File: src/rtl/riscv_pkg.sv
// Shared types and default sizes for the RISC-V core; the I-cache refill
// controller uses the refill FSM state type and the cache/bus geometry.
package riscv_pkg;

    typedef enum logic [1:0] {
        IDLE,
        REQ,
        BURST,
        DONE
    } refill_state_t;

    localparam int ICACHE_BLOCK_BYTES = 64;
    localparam int MEM_WORD_BITS      = 64;

endpackage

File: src/rtl/icache_refill_ctrl_if.sv
// Backing-memory burst read bus between the I-cache refill controller
// (master) and the memory (slave).
interface icache_refill_ctrl_if #(
    parameter int WORD_BITS = 64
);
    logic                 MemReq;
    logic [31:0]          MemAddr;
    logic                 MemGnt;
    logic                 MemRValid;
    logic [WORD_BITS-1:0] MemRData;

    modport master (
        output MemReq, MemAddr,
        input  MemGnt, MemRValid, MemRData
    );

    modport slave (
        input  MemReq, MemAddr,
        output MemGnt, MemRValid, MemRData
    );
endinterface

File: src/rtl/sat_counter.sv
// 32-bit saturating event counter with synchronous active-high clear.
module sat_counter (
    input  logic        clk,
    input  logic        reset,
    input  logic        i_inc,
    output logic [31:0] o_count
);
    logic [31:0] r_count;

    always_ff @(posedge clk) begin
        if (reset)
            r_count <= '0;
        else if (i_inc && (r_count != 32'hFFFF_FFFF))
            r_count <= r_count + 32'd1;
    end

    assign o_count = r_count;
endmodule

File: src/rtl/icache_refill_ctrl.sv
// I-cache line refill sequencer: one burst read per miss, beats forwarded
// to the cache one cycle after arrival. ICACHE_REFILL_PERF_EN adds perf counters.
module icache_refill_ctrl
    import riscv_pkg::*;
#(
    parameter int BLOCK_BYTES = ICACHE_BLOCK_BYTES,
    parameter int WORD_BITS   = MEM_WORD_BITS
) (
    input  logic                 clk,
    input  logic                 reset,
    input  logic                 InstrMissF,
    input  logic [31:0]          PCF,
    icache_refill_ctrl_if.master mem,
    output logic                 RepReady,
    output logic [WORD_BITS-1:0] RepWord,
    output logic                 RefillBusy
`ifdef ICACHE_REFILL_PERF_EN
   ,output logic [31:0]          RefillCount,
    output logic [31:0]          RefillStallCycles
`endif
);
    localparam int BEATS       = BLOCK_BYTES * 8 / WORD_BITS;
    localparam int OFFSET_BITS = $clog2(BLOCK_BYTES);
    localparam int CNT_W       = (BEATS > 1) ? $clog2(BEATS) : 1;
    localparam logic [CNT_W-1:0] LAST_BEAT = CNT_W'(BEATS - 1);

    refill_state_t              r_state;
    refill_state_t              w_state_nxt;
    logic [31-OFFSET_BITS:0]    r_line_addr;
    logic [CNT_W-1:0]           r_beat_cnt;
    logic                       r_rep_ready;
    logic [WORD_BITS-1:0]       r_rep_word;
    logic                       w_latch;
    logic                       w_beat;
    logic                       w_last_beat;
    logic                       w_unused_pc_offset;

    assign w_beat      = (r_state == BURST) && mem.MemRValid;
    assign w_last_beat = w_beat && (r_beat_cnt == LAST_BEAT);

    always_comb begin
        w_state_nxt = r_state;
        w_latch     = 1'b0;
        case (r_state)
            IDLE: begin
                if (InstrMissF) begin
                    w_state_nxt = REQ;
                    w_latch     = 1'b1;
                end
            end
            // Grant takes priority over a miss withdrawn in the same cycle.
            REQ: begin
                if (mem.MemGnt)
                    w_state_nxt = BURST;
                else if (!InstrMissF)
                    w_state_nxt = IDLE;
            end
            BURST: begin
                if (w_last_beat)
                    w_state_nxt = DONE;
            end
            DONE:    w_state_nxt = IDLE;
            default: w_state_nxt = IDLE;
        endcase
    end

    always_ff @(posedge clk) begin
        if (reset) begin
            r_state     <= IDLE;
            r_line_addr <= '0;
            r_beat_cnt  <= '0;
            r_rep_ready <= 1'b0;
            r_rep_word  <= '0;
        end else begin
            r_state <= w_state_nxt;
            if (w_latch)
                r_line_addr <= PCF[31:OFFSET_BITS];
            // The exit to DONE on the last beat stops the counter before it wraps.
            if ((r_state == REQ) && mem.MemGnt)
                r_beat_cnt <= '0;
            else if (w_beat && !w_last_beat)
                r_beat_cnt <= r_beat_cnt + CNT_W'(1);
            r_rep_ready <= w_beat;
            if (w_beat)
                r_rep_word <= mem.MemRData;
        end
    end

    assign mem.MemReq         = (r_state == REQ);
    assign mem.MemAddr        = {r_line_addr, {OFFSET_BITS{1'b0}}};
    assign RepReady           = r_rep_ready;
    assign RepWord            = r_rep_word;
    assign RefillBusy         = (r_state != IDLE);
    assign w_unused_pc_offset = ^PCF[OFFSET_BITS-1:0];

`ifdef ICACHE_REFILL_PERF_EN
    sat_counter u_refill_count (
        .clk     (clk),
        .reset   (reset),
        .i_inc   (w_last_beat),
        .o_count (RefillCount)
    );

    sat_counter u_stall_count (
        .clk     (clk),
        .reset   (reset),
        .i_inc   (RefillBusy),
        .o_count (RefillStallCycles)
    );
`endif
endmodule

File: src/flat_wrapper.sv
// flat-port wrapper written by rule: the top's interface ports become plain ports
module icache_refill_ctrl_flat import riscv_pkg::*;
#(
    parameter int BLOCK_BYTES = ICACHE_BLOCK_BYTES,
    parameter int WORD_BITS   = MEM_WORD_BITS
)
  (clk, reset, InstrMissF, PCF, RepReady, RepWord, RefillBusy, mem_MemReq, mem_MemAddr, mem_MemGnt, mem_MemRValid, mem_MemRData);
  icache_refill_ctrl_if #(.WORD_BITS(WORD_BITS)) mem_i ();
  input  logic clk;
  input  logic reset;
  input  logic InstrMissF;
  input  logic [31:0] PCF;
  output logic RepReady;
  output logic [WORD_BITS-1:0] RepWord;
  output logic RefillBusy;
  output wire logic [$bits(mem_i.MemReq)-1:0] mem_MemReq;
  output wire logic [$bits(mem_i.MemAddr)-1:0] mem_MemAddr;
  input wire logic [$bits(mem_i.MemGnt)-1:0] mem_MemGnt;
  input wire logic [$bits(mem_i.MemRValid)-1:0] mem_MemRValid;
  input wire logic [$bits(mem_i.MemRData)-1:0] mem_MemRData;
  assign mem_MemReq = mem_i.MemReq;
  assign mem_MemAddr = mem_i.MemAddr;
  assign mem_i.MemGnt = mem_MemGnt;
  assign mem_i.MemRValid = mem_MemRValid;
  assign mem_i.MemRData = mem_MemRData;
  icache_refill_ctrl #(.BLOCK_BYTES(BLOCK_BYTES), .WORD_BITS(WORD_BITS)) u_core (.clk(clk), .reset(reset), .InstrMissF(InstrMissF), .PCF(PCF), .mem(mem_i), .RepReady(RepReady), .RepWord(RepWord), .RefillBusy(RefillBusy));
endmodule
File: config.mk
export PLATFORM = sky130hd
export DESIGN_NAME = icache_refill_ctrl_flat
export DESIGN_NICKNAME = d
export VERILOG_FILES = /design/src/rtl/riscv_pkg.sv /design/src/rtl/icache_refill_ctrl_if.sv /design/src/rtl/sat_counter.sv /design/src/rtl/icache_refill_ctrl.sv /design/src/flat_wrapper.sv
export SDC_FILE = /design/constraint.sdc
export NUM_CORES = 1
export LEC_CHECK = 0
export ABC_CLOCK_PERIOD_IN_PS = 1400
export CORE_UTILIZATION = 35
export DETAILED_ROUTE_END_ITERATION = 8
export GPL_TIMING_DRIVEN = 0
export PLACE_DENSITY = 0.74
export SLEW_MARGIN = 20
export SYNTH_ARGS = -nofsm -noshare
export SYNTH_HDL_FRONTEND = slang
export SYNTH_HIERARCHICAL = 1
export SYNTH_SLANG_ARGS = --single-unit
File: constraint.sdc
create_clock -name clk -period 1.4 [get_ports clk]
set_input_delay 0.28 -clock clk [delete_from_list [all_inputs] [get_ports clk]]
set_output_delay 0.28 -clock clk [all_outputs]
set_load 0.01 [all_outputs]
== Yosys cells after proc, flatten, opt, wreduce, memory -nomap -nowiden ==
Index checks and enable logic that the tools add are counted.
W data, S select, Z words.
Storage, ports and cells
  latch bits: 0
  logic and storage cells: 29
  memory bits (read-only): 0
  memories kept: 0
  register bits: 96
  output and inout port bits: 99
  input port bits: 101
  memory bits (writable): 0
Operators by class
  eq/ne operators: 7
  div/mod/pow operators: 0
  bitwise gates (word level): 0
  reductions and logical operators: 9
  mux-type cells: 7
  $lt $le $gt $ge: 0
  add/sub/neg operators: 1
  multipliers: 0
  shift-type cells: 0
Operators with widths (number)
  $mux W2: 4
  $pmux W2 S4: 1
  $eq A2 B2 Y1 const B: 2
  $logic_and A1 B1 Y1: 4
  $add A3 B1 Y3 const B: 1
  $eq A3 B3 Y1 const B: 1
  $ne A3 B2 Y1 const B: 1
  $reduce_and A3 Y1: 1
  $eq A2 B1 Y1 const B: 1
  $logic_not A2 Y1: 1
  $mux W1: 2
  $ne A2 B1 Y1 const B: 1
  $ne A2 B2 Y1 const B: 1
  $reduce_bool A2 Y1: 1
  $reduce_or A2 Y1: 1
  $logic_not A1 Y1: 1

== Logic depth before layout (Yosys ltp) ==
  word-level depth: 5
  mapped depth: 6

== Worst setup path before layout ==
Ideal clock, no wire load.
  kind: reg-to-reg
  from: reg u_core.r_beat_cnt[0]
  to: reg u_core.r_beat_cnt[0]
  stages on the path, launching flop included: 6
  arrival time: 1162 ps
  buffers on the path: 0
  period minus slack after synthesis: 1277 ps
  slack: 123 ps
  cells stage by stage: dfxtp_1 ha_1 ha_1 and4bb_2 xnor2_1 nor2_1
On the way
  word-level cells in the longest chain between the ends: 4
Ends and longest elaborated chain
  from (decl): RTL line icache_refill_ctrl.sv:30  | logic [CNT_W-1:0] r_beat_cnt;
  from (signal assigned): RTL line icache_refill_ctrl.sv:82  | r_beat_cnt <= r_beat_cnt + CNT_W'(1);
  branches (longest 4 deep; another with $add A3 B1 Y3)
Parallel ways; which one is timed is not known.
A chain may end at the register's enable or synchronous reset.

== Final worst setup path ==
  from: reg u_core.r_state[0]
  to: out RefillBusy
On the way
  word-level cells in the longest chain between the ends: 1
Ends and longest elaborated chain
  from (decl): RTL line icache_refill_ctrl.sv:27  | refill_state_t r_state;
  from (signal assigned): RTL line icache_refill_ctrl.sv:75  | r_state <= w_state_nxt;
  $reduce_bool A2 Y1: RTL line icache_refill_ctrl.sv:93  | assign RefillBusy = (r_state != IDLE);
  to (decl): RTL line flat_wrapper.sv:15  | output logic RefillBusy;
No other way between the ends.

==> impl_results.md <==
- Termination of the worst setup path: RefillBusy
- Die W: 102.5 um
- Sw power: 1.314 mW
- Top-level port count: 200
- DRT iter0 DRCs: 117
- Final std cells w/o fill: 782
- Worst clock skew: 0.007875 ns
- Vias/cell: 4.458
- Die area: 10510 um^2
- Hold WS: 0.4541 ns
- Sequence of cells on the critical path: buf_6 -> or2_4 -> buf_6
- Internal Dissipation: 3.985 mW
- Clock tree from TritonCTS: built
- Largest net degree at the start of global routing: 17
- Net count reported at finish: 747
- Clk buf depth: 2
- H-tree depth: 3
- Number of maximum-capacitance constraint violations: 0
- Synth-to-layout area growth: 64.86%
- R2R depth: 7
- Initial cell density of the core: 36.18%
- Relative contribution of sequential cells to total power: 53.8%
- Routed length per instance: 12.60 um
- Final critical-path setup slack: -0.01504 ns
- Count of buffers inserted at the top-level ports: 187
- Critical path class: reg -> out
- Cts bufs inserted: 9
- Post-synthesis instance area: 3536 um^2
- Share of cells above drive strength 1: 11.25%
- Number of pins with negative max-slew slack in the final report: 0
- Finish-stage setup viols: 1
- Critical path data arrival time: 1.14 ns
- Final Cycle Share: 101.1%
- Count of clock tree sinks: 96
- Peak per-stage delay on the critical path: 0.33 ns
- Diode insertion count for antenna repair: 0
- First element of the critical path: u_core/r_state[0]$_SDFFE_PP0P_
- Power per Cell Area: 909.0 nW/um^2
- Post-DRT Antenna Nets: 0
- Top cells by area, synth: sky130_fd_sc_hd__dfxtp_1, sky130_fd_sc_hd__nand2_1, sky130_fd_sc_hd__a21oi_1, sky130_fd_sc_hd__buf_6, sky130_fd_sc_hd__buf_4
- Sequential area share after synthesis: 54.35%
- Highest fanout seen on the critical path: 4
- Vias after detailed routing: 3486
- Final critical path time including I/O delays and setup: 1.415 ns
- Flop-to-flop setup slack: 0 ns
- Share of the synthesized area in the top cell type: 54.35%
- Global route overflow: 0
- Total DRC errors in the routed layout: 0
- Unrepaired setup endpoints after global routing: true
- Run status: finished with violations
- Buffering stage count on the worst path with inverters included: 2
- Required time at the endpoint of the critical path: 1.12 ns
- CTS clk-pin slew, worst paths: 0.09 ns
- Logic gate share of total power: 15.0%
- Rows: 36
- Wire length reported by the detailed router: 9854 um
- Global routing usage summed across all routing layers: 17.74%
- Post-Place Cells: 755
- Number of instances in the synthesized netlist: 430
- Synthesis warning total: 6
- Worst min-delay path startpoint: u_core/RepWord[55]$_SDFFE_PP0P_
- Peak supply drop: 0.5205 mV
- Largest area contributor in the synthesized netlist: sky130_fd_sc_hd__dfxtp_1
- Critical Path Stages: 3
- Netlist cell types: 24
- Height of the die: 102.5 um
- Failing checks: negative setup slack
- Routability congestion estimate: 0.7479
- Capture instance of the worst register-to-register path: u_core/RepWord[52]$_SDFFE_PP0P_
- CP dominant cell by count: sky130_fd_sc_hd__buf_6
- Worst hold-check path type: reg -> reg
- Clock latency on the worst-skew pair: 0.34 ns
- Number of storage elements in the synthesis netlist: 96
- Count of TritonRoute iterations in the first routing pass: 4
- Number of antenna violations at the first check in global routing: 0
- Cell with the largest stage delay on the worst path: sky130_fd_sc_hd__dfxtp_2
- Net Sw Frac: 24.80%
- Largest delay share family, worst path: flip-flops
- Final Hold Fails: 0
- Hold_buf cts: 0
- Average cell area after synthesis: 8.223 um^2
- Startpoint type of the worst setup path: flop
- Wire length of the first global-routing pass: 14490 um
- Root Buffer Master: sky130_fd_sc_hd__clkbuf_8
- Number of global-route vias before repair: 3138
- Maximum clock frequency: 0.7067 GHz
- P_leak: 2.576 nW
- HPWL Detailed: 7120 um
- Post-layout total power: 5.299 mW
- Core region area: 9774 um^2
- Portion of total power attributed to the clock network: 31.2%
- Setup crit end kind: output pin
[worst min path at each step]
stage	end	slack, ns	cells after the start
after floorplan	u_core/RepWord[0]$_SDFFE_PP0P_	0.42	2
after global placement	u_core/r_line_addr[7]$_SDFFE_PP0P_	0.44	2
after detailed placement	u_core/RepWord[48]$_SDFFE_PP0P_	0.45	2
after CTS	u_core/RepWord[29]$_SDFFE_PP0P_	0.45	3
after global routing	u_core/RepWord[58]$_SDFFE_PP0P_	0.45	3
final	u_core/RepWord[55]$_SDFFE_PP0P_	0.45	2
[power by group through the flow]
stage               clock [mW]  combinational (mW)  sequential [mW]
floorplan                    0               0.265             2.95
global placement             0               0.793             2.91
detailed placement           0               0.799             2.92
CTS                       1.74               0.773             2.85
global route              1.85               0.858             2.86
finish                    1.66               0.792             2.85
[flip-flops by register name, indices dropped and copies added, names as in the netlist, named ones only]
signal              flops
u_core/r_beat_cnt       3
u_core/RepWord         64
u_core/RepReady         1
u_core/r_state          1
u_core/r_line_addr     26
[layout by cell type, fill, tap and decap left out, types with 2 or more instances in the layout]
cell type | synthesis | layout
sky130_fd_sc_hd__nand3b_1 | 2 | 2
sky130_fd_sc_hd__clkbuf_2 | 0 | 6
sky130_fd_sc_hd__clkdlybuf4s50_1 | 0 | 94
sky130_fd_sc_hd__nor2_1 | 2 | 2
sky130_fd_sc_hd__clkbuf_1 | 12 | 5
sky130_fd_sc_hd__conb_1 | 1 | 6
sky130_fd_sc_hd__buf_4 | 10 | 15
sky130_fd_sc_hd__dfxtp_2 | 0 | 3
sky130_fd_sc_hd__nand2_1 | 183 | 183
sky130_fd_sc_hd__clkbuf_8 | 0 | 10
sky130_fd_sc_hd__dfxtp_1 | 96 | 93
sky130_fd_sc_hd__dlygate4sd2_1 | 0 | 91
sky130_fd_sc_hd__a21oi_1 | 93 | 92
sky130_fd_sc_hd__clkinv_4 | 0 | 2
sky130_fd_sc_hd__a21oi_2 | 1 | 2
sky130_fd_sc_hd__clkinv_2 | 0 | 2
sky130_fd_sc_hd__buf_6 | 13 | 19
sky130_fd_sc_hd__o21ai_0 | 2 | 2
[synthesized netlist by cell type]
cell,count
sky130_fd_sc_hd__and3b_1,1
sky130_fd_sc_hd__o21ai_0,2
sky130_fd_sc_hd__a21oi_2,1
sky130_fd_sc_hd__nand2_1,183
sky130_fd_sc_hd__or3b_1,1
sky130_fd_sc_hd__or2_2,1
sky130_fd_sc_hd__ha_1,2
sky130_fd_sc_hd__nand3b_1,2
sky130_fd_sc_hd__clkbuf_1,12
sky130_fd_sc_hd__and2b_2,1
sky130_fd_sc_hd__conb_1,1
sky130_fd_sc_hd__or2b_1,1
sky130_fd_sc_hd__nor2_1,2
sky130_fd_sc_hd__nor3b_4,1
sky130_fd_sc_hd__nand2b_1,1
sky130_fd_sc_hd__buf_4,10
sky130_fd_sc_hd__and4bb_2,1
sky130_fd_sc_hd__nand3b_4,1
sky130_fd_sc_hd__buf_6,13
sky130_fd_sc_hd__buf_2,2
sky130_fd_sc_hd__dfxtp_1,96
sky130_fd_sc_hd__xnor2_1,1
sky130_fd_sc_hd__nand4b_1,1
sky130_fd_sc_hd__a21oi_1,93
[per-layer routing]
layer / GRT usage, % / vias up / share of wire [%]
met5: 0 / - / 0
met2: 30.87 / 112 / 50
met1: 20.92 / 1562 / 42
met4: 6.264 / 0 / 1.3
met3: 4.881 / 11 / 7.3
li1: - / 1801 / -
[kinds of logic after synthesis]
group / after synthesis / share of synthesized area, %
adder cells (fa/ha/maj): 2 / 0.7076
other: 1 / 0.1061
flip-flops: 96 / 54.35
AND/OR/NAND/NOR: 197 / 23.07
XOR/XNOR: 1 / 0.2477
AO/OA/AOI/OAI: 96 / 13.69
buffers and inverters: 37 / 7.820
[metrics by stage]
stage / util, % / instance area [um^2] / TNS, ns / worst slack, ns
after global routing: 59.64 / 5829 / -1.336 / -0.06793
after floorplan: - / 3555 / 0 / 0.1234
after CTS: 58.55 / 5723 / -0.03606 / -0.03606
after detailed placement: 57.22 / 5593 / -41.39 / -0.6102
final: 59.64 / 5829 / -0.01504 / -0.01504
after global placement: 57.22 / 5593 / -41.14 / -0.6087
[timing repair]
action | 4_1_cts | 5_1_grt
resized for setup | 108 | 20
cloned | 0 | 2
setup buffers | 5 | 4
setup endpoints to repair | 163 | 74
pin swaps | 1 | 1
[final cells by class]
type,count,area (um^2)
Clock inverter,6,43.79
Fill cell,921,3945
Timing Repair Buffer,198,1877
Tap cell,133,166.4
Sequential cell,96,1926
Buffer,37,305.3
Multi-Input combinational cell,302,1374
Clock buffer,10,137.6
[worst reg2reg max path, stage by stage (launching register included)]
cell and delay, ns:
sky130_fd_sc_hd__dfxtp_2 0.33, sky130_fd_sc_hd__buf_6 0.11, sky130_fd_sc_hd__buf_4 0.16, sky130_fd_sc_hd__and3b_2 0.24
sky130_fd_sc_hd__buf_4 0.16, sky130_fd_sc_hd__buf_6 0.14, sky130_fd_sc_hd__nand2_1 0.08, sky130_fd_sc_hd__a21oi_1 0.06
Power figures use the tool's default switching activity.
